## src/rtl/fifo_uart_tx.sv

```systemverilog
// UART 8N1 transmitter that drains a show-ahead byte FIFO.
// One pop per frame; the byte is captured on the pop edge.
module fifo_uart_tx #(
    parameter int CLKS_PER_BIT = 16
) (
    input  logic       clk_i,
    input  logic       reset_i,
    input  logic       tx_enable_i,
    input  logic       fifo_empty_i,
    input  logic [7:0] fifo_read_data_i,
    output logic       fifo_read_en_o,
    output logic       tx_o,
    output logic       busy_o,
    output logic       frame_done_o
);

    localparam int CW = (CLKS_PER_BIT < 2) ? 1 : $clog2(CLKS_PER_BIT);
    localparam logic [CW-1:0] CNT_MAX = CW'(CLKS_PER_BIT - 1);
    localparam logic [CW-1:0] CNT_ONE = CW'(1);

    if (CLKS_PER_BIT < 2) begin : g_param_err
        $error("CLKS_PER_BIT must be 2 or more");
    end

    typedef enum logic [1:0] {
        IDLE,
        START,
        DATA,
        STOP
    } state_t;

    state_t        state_q, state_d;
    logic [CW-1:0] cnt_q, cnt_d;
    logic [2:0]    idx_q, idx_d;
    logic [7:0]    shift_q, shift_d;
    logic          tx_q, tx_d;
    logic          done_q, done_d;
    logic          pop;
    logic          bit_end;

    assign pop = (state_q == IDLE) && !fifo_empty_i
              && tx_enable_i && !reset_i;
    assign bit_end = (cnt_q == CNT_MAX);

    always_comb begin
        state_d = state_q;
        cnt_d   = cnt_q;
        idx_d   = idx_q;
        shift_d = shift_q;
        tx_d    = tx_q;
        done_d  = 1'b0;
        unique case (state_q)
            IDLE: begin
                if (pop) begin
                    shift_d = fifo_read_data_i;
                    tx_d    = 1'b0;
                    cnt_d   = '0;
                    state_d = START;
                end
            end
            START: begin
                if (bit_end) begin
                    cnt_d   = '0;
                    idx_d   = 3'd0;
                    tx_d    = shift_q[0];
                    state_d = DATA;
                end else begin
                    cnt_d = cnt_q + CNT_ONE;
                end
            end
            DATA: begin
                if (bit_end) begin
                    cnt_d = '0;
                    if (idx_q == 3'd7) begin
                        tx_d    = 1'b1;
                        state_d = STOP;
                    end else begin
                        shift_d = {1'b0, shift_q[7:1]};
                        tx_d    = shift_q[1];
                        idx_d   = idx_q + 3'd1;
                    end
                end else begin
                    cnt_d = cnt_q + CNT_ONE;
                end
            end
            STOP: begin
                if (bit_end) begin
                    cnt_d   = '0;
                    done_d  = 1'b1;
                    state_d = IDLE;
                end else begin
                    cnt_d = cnt_q + CNT_ONE;
                end
            end
            default: state_d = IDLE;
        endcase
    end

    always_ff @(posedge clk_i) begin
        if (reset_i) begin
            state_q <= IDLE;
            cnt_q   <= '0;
            idx_q   <= '0;
            shift_q <= '0;
            tx_q    <= 1'b1;
            done_q  <= 1'b0;
        end else begin
            state_q <= state_d;
            cnt_q   <= cnt_d;
            idx_q   <= idx_d;
            shift_q <= shift_d;
            tx_q    <= tx_d;
            done_q  <= done_d;
        end
    end

    assign fifo_read_en_o = pop;
    assign tx_o           = tx_q;
    assign busy_o         = (state_q != IDLE);
    assign frame_done_o   = done_q;

endmodule

```

## config.mk

```make
export PLATFORM = sky130hd
export DESIGN_NAME = fifo_uart_tx
export DESIGN_NICKNAME = d
export VERILOG_FILES = /design/src/rtl/fifo_uart_tx.sv
export SDC_FILE = /design/constraint.sdc
export NUM_CORES = 1
export LEC_CHECK = 0
export BUFFER_PORTS_ARGS = -buffer_cell sky130_fd_sc_hd__buf_2
export CAP_MARGIN = 40
export CORE_ASPECT_RATIO = 1.5
export CORE_MARGIN = 8
export CORE_UTILIZATION = 40
export CTS_BUF_LIST = sky130_fd_sc_hd__clkbuf_4 sky130_fd_sc_hd__clkbuf_8 sky130_fd_sc_hd__clkbuf_16
export DETAILED_ROUTE_END_ITERATION = 8
export GPL_TIMING_DRIVEN = 0
export PLACE_DENSITY = 0.63
export REMOVE_ABC_BUFFERS = 1
export SYNTH_ARGS = -nofsm -noshare
export SYNTH_HDL_FRONTEND = slang
export SYNTH_SLANG_ARGS = --single-unit
```

## constraint.sdc

```tcl
create_clock -name clk_i -period 1.83 [get_ports clk_i]
set_input_delay 0.366 -clock clk_i [delete_from_list [all_inputs] [get_ports clk_i]]
set_output_delay 0.366 -clock clk_i [all_outputs]
set_load 0.01 [all_outputs]
```

# Word-level counts from Yosys, hierarchy flattened
# Cells that the tools add are included.
# word_totals
ff_bits	19
in_bits	12
out_inout_bits	4
# classes
n_addsub	2
n_eq_ne	11
muxes	23
bitwise	1
reduce_logical	16
# op_table
op	n
$mux W8	3
$pmux W8 S2	1
$ne A2 B2 Y1 const B	6
$reduce_and A4 Y1	3
$mux W2	5
$mux W3	3
$mux W4	2
$pmux W2 S4	1
$pmux W4 S2	1
$pmux W3 S2	1
$reduce_bool A2 Y1	3
$mux W1	5
$reduce_and A5 Y1	1
$add A4 B1 Y4 const B	1
$eq A2 B2 Y1 const B	2
$eq A4 B4 Y1 const B	1
$add A3 B1 Y3 const B	1
$eq A3 B3 Y1 const B	1
$logic_and A1 B1 Y1	3
$pmux W1 S3	1
$reduce_bool A3 Y1	1
$reduce_or A3 Y1	1
$eq A2 B1 Y1 const B	1
$logic_not A1 Y1	2
other kinds (3)	3

# Depth between registers and ports, before layout
# Gate-level depths: netlist (run 1).
# depth
ltp_word	6
ltp_mapped	8
mapped_depth_nobuf	6

# Worst setup path before layout (run 1)
# Ideal clock, no wire load.
# synth_path
path_type	register -> register
from	register state_q[0]
to	register state_q[1]
setup_ps	128
arrival_ps	1539
required_time_ps	1702
slack_ps	163
stages_incl_launch_ff	8
n_path_buf	1
cell_sequence	dfxtp_1 inv_1 ha_1 buf_6 or3_4 a32oi_2 mux2i_1 nor2_1
# synth_via
elab_chain_len	6
word_cells_on_any_way	14
cone_classes	8 x eq/ne; 1 x mux; 5 x reduce/logical
# synth_rtl
element	line	text
from (decl)	32	state_t state_q, state_d;
from (signal assigned)	108	state_q <= state_d;
$logic_not A2 Y1	41, 52	
$logic_and A1 B1 Y1	41	assign pop = (state_q == IDLE) && !fifo_empty_i
$logic_and A1 B1 Y1 (2 in series)	42	&& tx_enable_i && !reset_i;
$ne A2 B2 Y1 (no line)	n/a	
$reduce_and A5 Y1 (no line)	n/a	
# Parallel ways exist; a longest one is shown, timed or not.
# A chain may end at the register's enable or synchronous reset.

# Final worst setup path (run 1)
# Ends and elaborated chain as after synthesis.

==> results of run 1 <==
## per-layer routing
metal  vias up  global-route usage [%]  share of wire [%]
li1        460                       -                  -
met3         4                   2.716                3.3
met5         -                       0                  0
met4         0                   6.490                2.5
met2        15                   19.63                 55
met1       452                   10.81                 39
## final timing paths
| check | from | to | slack (ns) |
|---|---|---|---|
| setup / recovery | state_q[0]$_SDFFE_PP0P_ | state_q[1]$_SDFFE_PP0P_ | 0.11 |
| hold / removal | fifo_read_data_i[7] | shift_q[7]$_SDFFE_PP0P_ | 0.36 |
| setup reg to reg | state_q[0]$_SDFFE_PP0P_ | state_q[1]$_SDFFE_PP0P_ | 0.11 |
| hold reg to reg | idx_q[2]$_SDFFE_PP0P_ | idx_q[2]$_SDFFE_PP0P_ | 0.46 |
## timing repair
action / CTS / global route
setup endpoints to repair: 14 / 4
hold buffers: 0 / 0
gates cloned: 0 / 0
hold endpoints to repair: 0 / 0
resized for setup: 4 / 3
buffers inserted: 2 / 5
pin swaps: 1 / 0
## cell type report
| type | count | area, µm² | area share [%] |
|---|---|---|---|
| Clock buffer | 3 | 41.29 | 3.155 |
| Sequential cell | 19 | 381.6 | 29.16 |
| Inverter | 5 | 18.77 | 1.434 |
| Timing Repair Buffer | 22 | 140.1 | 10.71 |
| Multi-Input combinational cell | 84 | 675.6 | 51.63 |
| Tap cell | 37 | 46.29 | 3.537 |
| Clock inverter | 1 | 5.005 | 0.3824 |
## registers in the layout, indices dropped and copies added, names as in the netlist
signal        flops
tx_o              1
state_q           2
frame_done_o      1
cnt_q             4
idx_q             3
shift_q           8
## stage by stage
step	instance area (µm²)	total power [mW]
finish	1309	1.755
detailed placement	1164	1.289
global route	1309	1.880
floorplan	1042	1.139
CTS	1262	1.717
global placement	1164	1.264
## placed cells by master, fill, tap and decap left out, types with 2 or more instances in the layout
master / netlist / routed
buf_4: 1 / 6
nor3_1: 3 / 3
nand4b_1: 4 / 4
nand2_1: 5 / 5
nand2b_1: 3 / 2
a21oi_1: 15 / 15
clkbuf_8: 0 / 3
inv_1: 4 / 3
buf_2: 1 / 15
dfxtp_1: 19 / 18
a311oi_2: 2 / 2
nor2_1: 10 / 10
ha_4: 0 / 2
inv_2: 1 / 2
o21ai_0: 3 / 3
a21oi_2: 2 / 2
a311oi_1: 5 / 5
ha_1: 7 / 5
mux2i_1: 9 / 9
## Yosys cell counts (2+ instances only)
| cell | instances |
|---|---|
| nand4b_1 | 4 |
| a311oi_1 | 5 |
| a21oi_2 | 2 |
| o21ai_0 | 3 |
| nor3_1 | 3 |
| a21oi_1 | 15 |
| clkbuf_1 | 2 |
| mux2i_1 | 9 |
| inv_1 | 4 |
| nand2b_1 | 3 |
| ha_1 | 7 |
| nand2_1 | 5 |
| a311oi_2 | 2 |
| buf_6 | 3 |
| nor2_1 | 10 |
| dfxtp_1 | 19 |
## logic make-up after synthesis
kind of cell | share of synthesized area (%)
DFF | 34.70
muxes | 8.220
and+or+nand+nor | 19.52
adders and majority gates | 7.991
AOI/OAI and AO/OA | 22.95
buffers and inverters | 6.620
## report_power, final
part | total, mW | internal (mW) | switching [mW] | leakage, nW
clock | 0.306 | 0.152 | 0.154 | 0.0255
sequential | 0.619 | 0.533 | 0.0853 | 0.156
combinational | 0.830 | 0.406 | 0.424 | 0.323
==> impl_results.md, run 1 <==
- Setup violators final: 0
- Worst skew pair latency: 0.27 ns
- Worst path max stage delay: 0.39 ns
- First-pass GRT wire length: 3988 µm
- Num rows: 23
- Pwr Density: 1341 mW/mm²
- Largest net degree at the start of global routing: 22
- Netlist Area Pre-Place: 0.001096 mm²
- Sinks on Clock Net: 19
- Full die area: 0.004706 mm²
- Sequential area share after synthesis: 34.70%
- Htree depth: 1
- Routed vias/inst: 5.444
- Clk buf depth: 2
- Placed instance count: 160
- Synth Register Bits: 19
- HP Class: primary input to flip-flop
- Initial Utilization: 41.40%
- # diodes: 0
- Layout cells sized above 1: 34.33%
- Synth warn: 0
- Most used DFF post-synth: dfxtp_1
- Num CTS Buffers: 3
- Largest delay share family, worst path: simple AND/OR/NAND/NOR gates
- Synth area leader: dfxtp_1
- Status: finished, final reports clean
- Post-synth top area share: 34.70%
- Core region area: 0.002648 mm²
- Layout area overhead: 19.41%
- Remaining Overflow, GRT: 0
- Antenna violations before repair: 0
- F_max: 581.1 MHz
- Max cap viols: 0
- Syn Inst Count: 115
- VDD IR-drop max: 0.7358 mV
- Placer congestion estimate: 0.7235
- WL/cell: 14.55 µm
- CP max FO: 11
- Worst hold margin: 0.3575 ns
- Clock-pin slew on the worst setup and hold paths: 0.07 ns
- DRT iter0 DRCs: 22
- LEAKAGE: 0.5041 nW
- Final std cells w/o fill: 171
- Number of synthesized flops with an enable pin: 0
- Setup ws final: 0.1091 ns
- Dpl ws: -0.3857 ns
- Relative slew margins: 72.93%
- Min cycle time layout: 1.721 ns
- Port Buffers: 15
- Number of buffers and inverters on the critical path: 1
- Worst r2r path cells: 6
- Vias in the first global route: 922
- Slew Limit Fails: 0
- Antenna Nets Post-Route: 0
- Setup crit end kind: flip-flop
- Fin util: 49.43%
- Post-DP HPWL: 1674 µm
- Root Driver: clkbuf_8
- Hold path depth: 2
- Crit-path cells: inv_2, ha_4, or3_4, a32oi_2, mux2i_1, nor2_1
- Fillers: 281
- CP Data Required Time: 1.97 ns
- Via Count: 931
- Post-Route WL: 2488 µm
- Arr. time, crit path: 1.86 ns
- GRT Total Usage: 10.90%
- Clk_skew: 0.005744 ns
- Category of the most critical setup path: flip-flop to flip-flop
- Layout net count: 154
- IO Pins: 16
- Sum Neg Setup Slack: 0 ns
- CTS tree: built
- Chip height: 80.11 µm
- Die W: 58.74 µm
- Post-synth ARST share: 0%
- Levels on crit path: 6
- Mapped Avg Cell Area: 9.531 µm²
- Slew of the pin with the lowest slew margin: 0.4061 ns
- Detailed Routing Iterations Pass 1: 4
- Count of final hold-check violations: 0
- Synth area leaders: dfxtp_1 35%, mux2i_1 8.2%, ha_1 8.0%, a21oi_1 6.8%, a311oi_1 4.0%
- Crit start category: flip-flop
- RSZ-0062 raised after global routing: false
- Slowest CP cell: dfxtp_1
- Final Cycle Share: 94.04%
- Netlist cell types: 35
- Remaining DRCs: 0
Note: power is estimated with default switching activity, not from simulation.
==> run 2, diff against run 1 <==
CELL_PAD_IN_SITES_DETAIL_PLACEMENT = 1   (was unset)
CELL_PAD_IN_SITES_GLOBAL_PLACEMENT = 1   (was unset)
PLACE_DENSITY = 0.78   (was 0.63)
==> impl_results.md, run 2 (synthesis results as in run 1) <==
- Worst r2r path cells: 6 (unchanged)
- Layout area overhead: 20.21%
- Vias in the first global route: 1014 (+10%)
- F_max: 570.7 MHz (-1.8%)
- Relative slew margins: 73.16% (+0.23 points)
- Count of final hold-check violations: 0 (unchanged)
- Layout cells sized above 1: 34.81% (+0.49 points)
- Crit-path cells: inv_1, ha_4, or3_4, a32oi_2, mux2i_1, nor2_1
- Placer congestion estimate: 0.7612 (+5.2%)
- Sinks on Clock Net: 19 (unchanged)
- LEAKAGE: 0.5089 nW (+0.96%)
- Num CTS Buffers: 3 (unchanged)
- Category of the most critical setup path: flip-flop to flip-flop
- Initial Utilization: 41.40% (unchanged)
- Remaining Overflow, GRT: 0 (unchanged)
- Arr. time, crit path: 1.89 ns (+0.03 ns)
- Port Buffers: 15 (unchanged)
- Hold Buf Count CTS: 0 (unchanged)
- Via Count: 945 (+1.5%)
- Post-Route WL: 2695 µm (+8.3%)
- # diodes: 0 (unchanged)
- Dpl ws: -0.4576 ns (-0.07187 ns)
- WL/cell: 15.67 µm (+7.7%)
- Most common cell after layout, fill and taps aside: dfxtp_1
- Full die area: 0.004706 mm² (unchanged)
- Slew Limit Fails: 0 (unchanged)
- Largest Register: shift_q
- Clk_skew: 0.008311 ns (+0.002567 ns)
- Antenna Nets Post-Route: 0 (unchanged)
- Max cap viols: 0 (unchanged)
- Met2 Use GR: 21.82% (+2.2 points)
- GRT Total Usage: 12.12% (+1.2 points)
- CTS tree: built
- Pwr Density: 1355 mW/mm² (+1.1%)
- Setup ws final: 0.07763 ns (-0.03148 ns)
- FF+latch area: 382.9 µm² (+0.33%)
- Slowest CP cell: or3_4
- Num rows: 23 (unchanged)
- Final Cycle Share: 95.76% (+1.7 points)
- Slew of the pin with the lowest slew margin: 0.4026 ns (-0.003488 ns)
- Setup crit end kind: flip-flop
- Commonest non-fill, non-tap cells in the layout: 17 x dfxtp_1, 15 x a21oi_1, 15 x buf_2
- Crit start category: flip-flop
- Core region area: 0.002648 mm² (unchanged)
- Antenna violations before repair: 0 (unchanged)
- DRT iter0 DRCs: 19 (-14%)
- M3 GR Usage: 2.716% (unchanged)
- Placed instance count: 160 (unchanged)
- Max reg flops: 8 (unchanged)
- Status: finished, final reports clean
- Post-DP HPWL: 1871 µm (+12%)
- Largest net degree at the start of global routing: 22 (unchanged)
- Min cycle time layout: 1.752 ns (+0.03148 ns)
- Fin util: 49.76% (+0.33 points)
- Detailed Routing Iterations Pass 1: 2 (-2)
- Largest regs: shift_q (8), cnt_q (4), idx_q (3)
- Root Driver: clkbuf_8
- HP Class: primary input to flip-flop
- Layout net count: 155 (+0.65%)
- Worst path max stage delay: 0.38 ns (about the same)
- Remaining DRCs: 0 (unchanged)
- First-pass GRT wire length: 4547 µm (+14%)
- Multi-input logic area: 675.6 µm² (unchanged)
- Chip height: 80.11 µm (unchanged)
- Fillers: 333 (+19%)
- Hold path depth: 2 (unchanged)
- Die W: 58.74 µm (unchanged)
- Gr busiest metal: met2
- Routed vias/inst: 5.494 (+0.91%)
- CP max FO: 11 (unchanged)
- Final std cells w/o fill: 172 (+0.58%)
- CP Data Required Time: 1.97 ns (about the same)
- Worst skew pair latency: 0.26 ns (about the same)
- VDD IR-drop max: 0.8022 mV (+9.0%)
- Met1 usage: 12.78% (+2.0 points)
- Htree depth: 1 (unchanged)
- IO Pins: 16 (unchanged)
- Setup violators final: 0 (unchanged)
- Clk buf depth: 2 (unchanged)
- Clock-pin slew on the worst setup and hold paths: 0.08 ns (about the same)
## run 2: area by class of cell
type                       count  share of cell area, %
sequential                    19                  29.06
clock buffer                   3                  3.134
timing repair buffer          23                  11.21
tap                           37                  3.514
clock inverter                 1                 0.3799
inverter                       5                  1.425
multi-input combinational     84                  51.28
## run 2: path summary, 6_finish.rpt
path / endpoint / from / slack (ns)
setup / recovery: state_q[1]$_SDFFE_PP0P_ / state_q[0]$_SDFFE_PP0P_ / 0.08
hold / removal: shift_q[7]$_SDFFE_PP0P_ / fifo_read_data_i[7] / 0.37
setup reg to reg: state_q[1]$_SDFFE_PP0P_ / state_q[0]$_SDFFE_PP0P_ / 0.08
hold reg to reg: idx_q[2]$_SDFFE_PP0P_ / idx_q[2]$_SDFFE_PP0P_ / 0.46
## run 2: report_power, final
group          internal, mW  leakage (nW)  switching, mW
clock network         0.151        0.0255          0.145
registers             0.535         0.156         0.0901
logic                 0.420         0.327          0.444
## run 2: through the flow
stage / power [mW] / TNS, ns / hold slack (ns) / instance area [µm²]
3_3_place_gp: 1.270 / -2.999 / 0.4441 / 1164
4_1_cts: 1.737 / -0.01651 / 0.3670 / 1260
6_report: 1.786 / 0 / 0.3730 / 1318
5_1_grt: 1.922 / -0.02376 / 0.3694 / 1318
2_1_floorplan: 1.139 / -0.4487 / 0.4295 / 1042
3_5_place_dp: 1.313 / -4.115 / 0.4592 / 1164
## run 2: timing repair
action,4_1_cts,5_1_grt
setup endpoints to repair,15,9
pin swaps,1,0
gates resized for setup,3,5
buffers inserted,3,5
## run 2: metal layers
layer  wire [µm]  part of all wire (%)
met1        1092                    41
met2        1488                    55
met3          77                   2.9
met4          38                   1.4
met5           0                     0
## run 2: critical path, delay by kind of cell, from the launching register on
family | cells | cell delay [ns]
fa+ha+maj | 1 | 0.22
compound gates | 1 | 0.24
flops | 1 | 0.37
buf+inv | 1 | 0.12
simple gates | 2 | 0.44
mux | 1 | 0.24
==> run 3, diff against run 2 <==
--- a/config.mk
+++ b/config.mk
@@ -18,4 +18,5 @@
 export PLACE_DENSITY = 0.78
 export REMOVE_ABC_BUFFERS = 1
+export SKIP_LAST_GASP = 1
 export SYNTH_ARGS = -nofsm -noshare
 export SYNTH_HDL_FRONTEND = slang
==> constraint.sdc (replaced) <==
create_clock -name clk_i -period 1.83 [get_ports clk_i]
set_input_delay 0.0915 -clock clk_i [delete_from_list [all_inputs] [get_ports clk_i]]
set_output_delay 0.0915 -clock clk_i [all_outputs]
set_load 0.01 [all_outputs]
==> impl_results.md, run 3 (synthesis results as in run 1) <==
- Status: finished, final reports clean
- Routed vias/inst: 5.500 (+0.11%)
- DRT iter0 DRCs: 19 (unchanged)
- Sum Neg Setup Slack: 0 ns (unchanged)
- Final Cycle Share: 95.77% (about the same)
- CP Data Required Time: 1.97 ns (about the same)
- Root Driver: clkbuf_8
- Crit-path cells: inv_1, ha_4, or3_4, a32oi_2, mux2i_1, nor2_1
- Post-Route WL: 2700 µm (+0.19%)
- VDD IR-drop max: 0.8022 mV (about the same)
- Fillers: 333 (unchanged)
- Clk buf depth: 2 (unchanged)
- Most common cell after layout, fill and taps aside: dfxtp_1
- Detailed Routing Iterations Pass 1: 2 (unchanged)
- WL/cell: 15.70 µm (+0.19%)
- Pwr Density: 1355 mW/mm² (about the same)
- # diodes: 0 (unchanged)
- Setup ws final: 0.07741 ns (-0.0002170 ns)
- Max cap viols: 0 (unchanged)
- Clock-pin slew on the worst setup and hold paths: 0.08 ns (about the same)
- Crit start category: flip-flop
- Setup crit end kind: flip-flop
- Remaining Overflow, GRT: 0 (unchanged)
- Largest Register: shift_q
- Post-DP HPWL: 1871 µm (unchanged)
- Core region area: 0.002648 mm² (unchanged)
- Hold Buf Count CTS: 0 (unchanged)
- Num rows: 23 (unchanged)
- F_max: 570.6 MHz (about the same)
- Setup violators final: 0 (unchanged)
- Worst path max stage delay: 0.38 ns (about the same)
- Slowest CP cell: or3_4
- Chip height: 80.11 µm (unchanged)
- Layout cells sized above 1: 34.81% (unchanged)
- Vias in the first global route: 1014 (unchanged)
- Antenna Nets Post-Route: 0 (unchanged)
- Largest delay share family, worst path: simple AND/OR/NAND/NOR gates
- Htree depth: 1 (unchanged)
- Placed cell areas: 0.001164 mm² (unchanged)
- Worst skew pair latency: 0.26 ns (about the same)
- Category of the most critical setup path: flip-flop to flip-flop
- Remaining DRCs: 0 (unchanged)
- Design area: 0.001318 mm² (unchanged)
- Layout net count: 155 (unchanged)
- Worst hold margin: 0.09844 ns (-0.2745 ns)
- Placer congestion estimate: 0.7612 (unchanged)
- Slew Limit Fails: 0 (unchanged)
- Relative slew margins: 72.87% (-0.29 points)
- CTS tree: built
- Max reg flops: 8 (unchanged)
- Die W: 58.74 µm (unchanged)
- Min cycle time layout: 1.753 ns (+0.0002170 ns)
- Number of buffers and inverters on the critical path: 1 (unchanged)
- CP max FO: 11 (unchanged)
- Slew of the pin with the lowest slew margin: 0.4069 ns (+0.004280 ns)
- Arr. time, crit path: 1.89 ns (about the same)
- IO Pins: 16 (unchanged)
- Clk_skew: 0.008260 ns (-0.00005077 ns)
- Num CTS Buffers: 3 (unchanged)
- Port Buffers: 15 (unchanged)
- Fin util: 49.76% (unchanged)
- Full die area: 0.004706 mm² (unchanged)
- Antenna violations before repair: 0 (unchanged)
- Largest regs: shift_q (8), cnt_q (4), idx_q (3)
- First-pass GRT wire length: 4547 µm (unchanged)
- Initial Utilization: 41.40% (unchanged)
- GRT Total Usage: 12.12% (unchanged)
- Via Count: 946 (+0.11%)
- HP Class: primary input to flip-flop
- Sinks on Clock Net: 19 (unchanged)
- Commonest non-fill, non-tap cells in the layout: 17 x dfxtp_1, 15 x a21oi_1, 15 x buf_2
- LEAKAGE: 0.5092 nW (about the same)
- Layout area overhead: 20.21% (unchanged)
- Dpl ws: -0.4576 ns (unchanged)
- Count of final hold-check violations: 0 (unchanged)
- Largest net degree at the start of global routing: 22 (unchanged)
[run 3: stage by stage]
step / cells / total power [mW]
after floorplan: 108 / 1.139
after global placement: 160 / 1.270
after detailed placement: 160 / 1.313
after CTS: 167 / 1.737
after global routing: 172 / 1.921
final: 172 / 1.785
[run 3: timing repair]
| item | in CTS | in global routing |
|---|---|---|
| endpoints found under the setup margin | 13 | 8 |
| buffers inserted | 3 | 5 |
| pin swaps | 1 | 1 |
| resized for setup | 3 | 5 |
[run 3: area by class of cell]
class | instances | area [µm²] | share of cell area [%]
Inverter | 5 | 18.77 | 1.425
Clock inverter | 1 | 5.005 | 0.3799
Clock buffer | 3 | 41.29 | 3.134
Sequential cell | 19 | 382.9 | 29.06
Tap cell | 37 | 46.29 | 3.514
Multi-Input combinational cell | 84 | 675.6 | 51.28
Timing Repair Buffer | 23 | 147.6 | 11.21
[run 3: final timing paths]
kind / end / startpoint / depth (start not counted) / slack [ns]
setup / recovery: state_q[1]$_SDFFE_PP0P_ / state_q[0]$_SDFFE_PP0P_ / 6 / 0.08
hold reg to reg: idx_q[2]$_SDFFE_PP0P_ / idx_q[2]$_SDFFE_PP0P_ / 2 / 0.46
hold / removal: shift_q[7]$_SDFFE_PP0P_ / fifo_read_data_i[7] / 2 / 0.1
setup reg to reg: state_q[1]$_SDFFE_PP0P_ / state_q[0]$_SDFFE_PP0P_ / 6 / 0.08
[run 3: per-layer routing]
layer | up-vias | routed length (µm) | track usage [%]
met2 | 14 | 1483 | 21.82
met3 | 4 | 77 | 2.716
met4 | 0 | 38 | 5.769
met1 | 464 | 1101 | 12.78
met5 | - | 0 | 0
li1 | 464 | - | -
[run 3: where the power goes]
group          internal, mW  switching [mW]  total (mW)  leakage [nW]
clock network         0.152           0.145       0.297        0.0255
logic                 0.419           0.444       0.863         0.328
registers             0.535          0.0901       0.625         0.156
total                  1.11           0.679        1.78         0.509
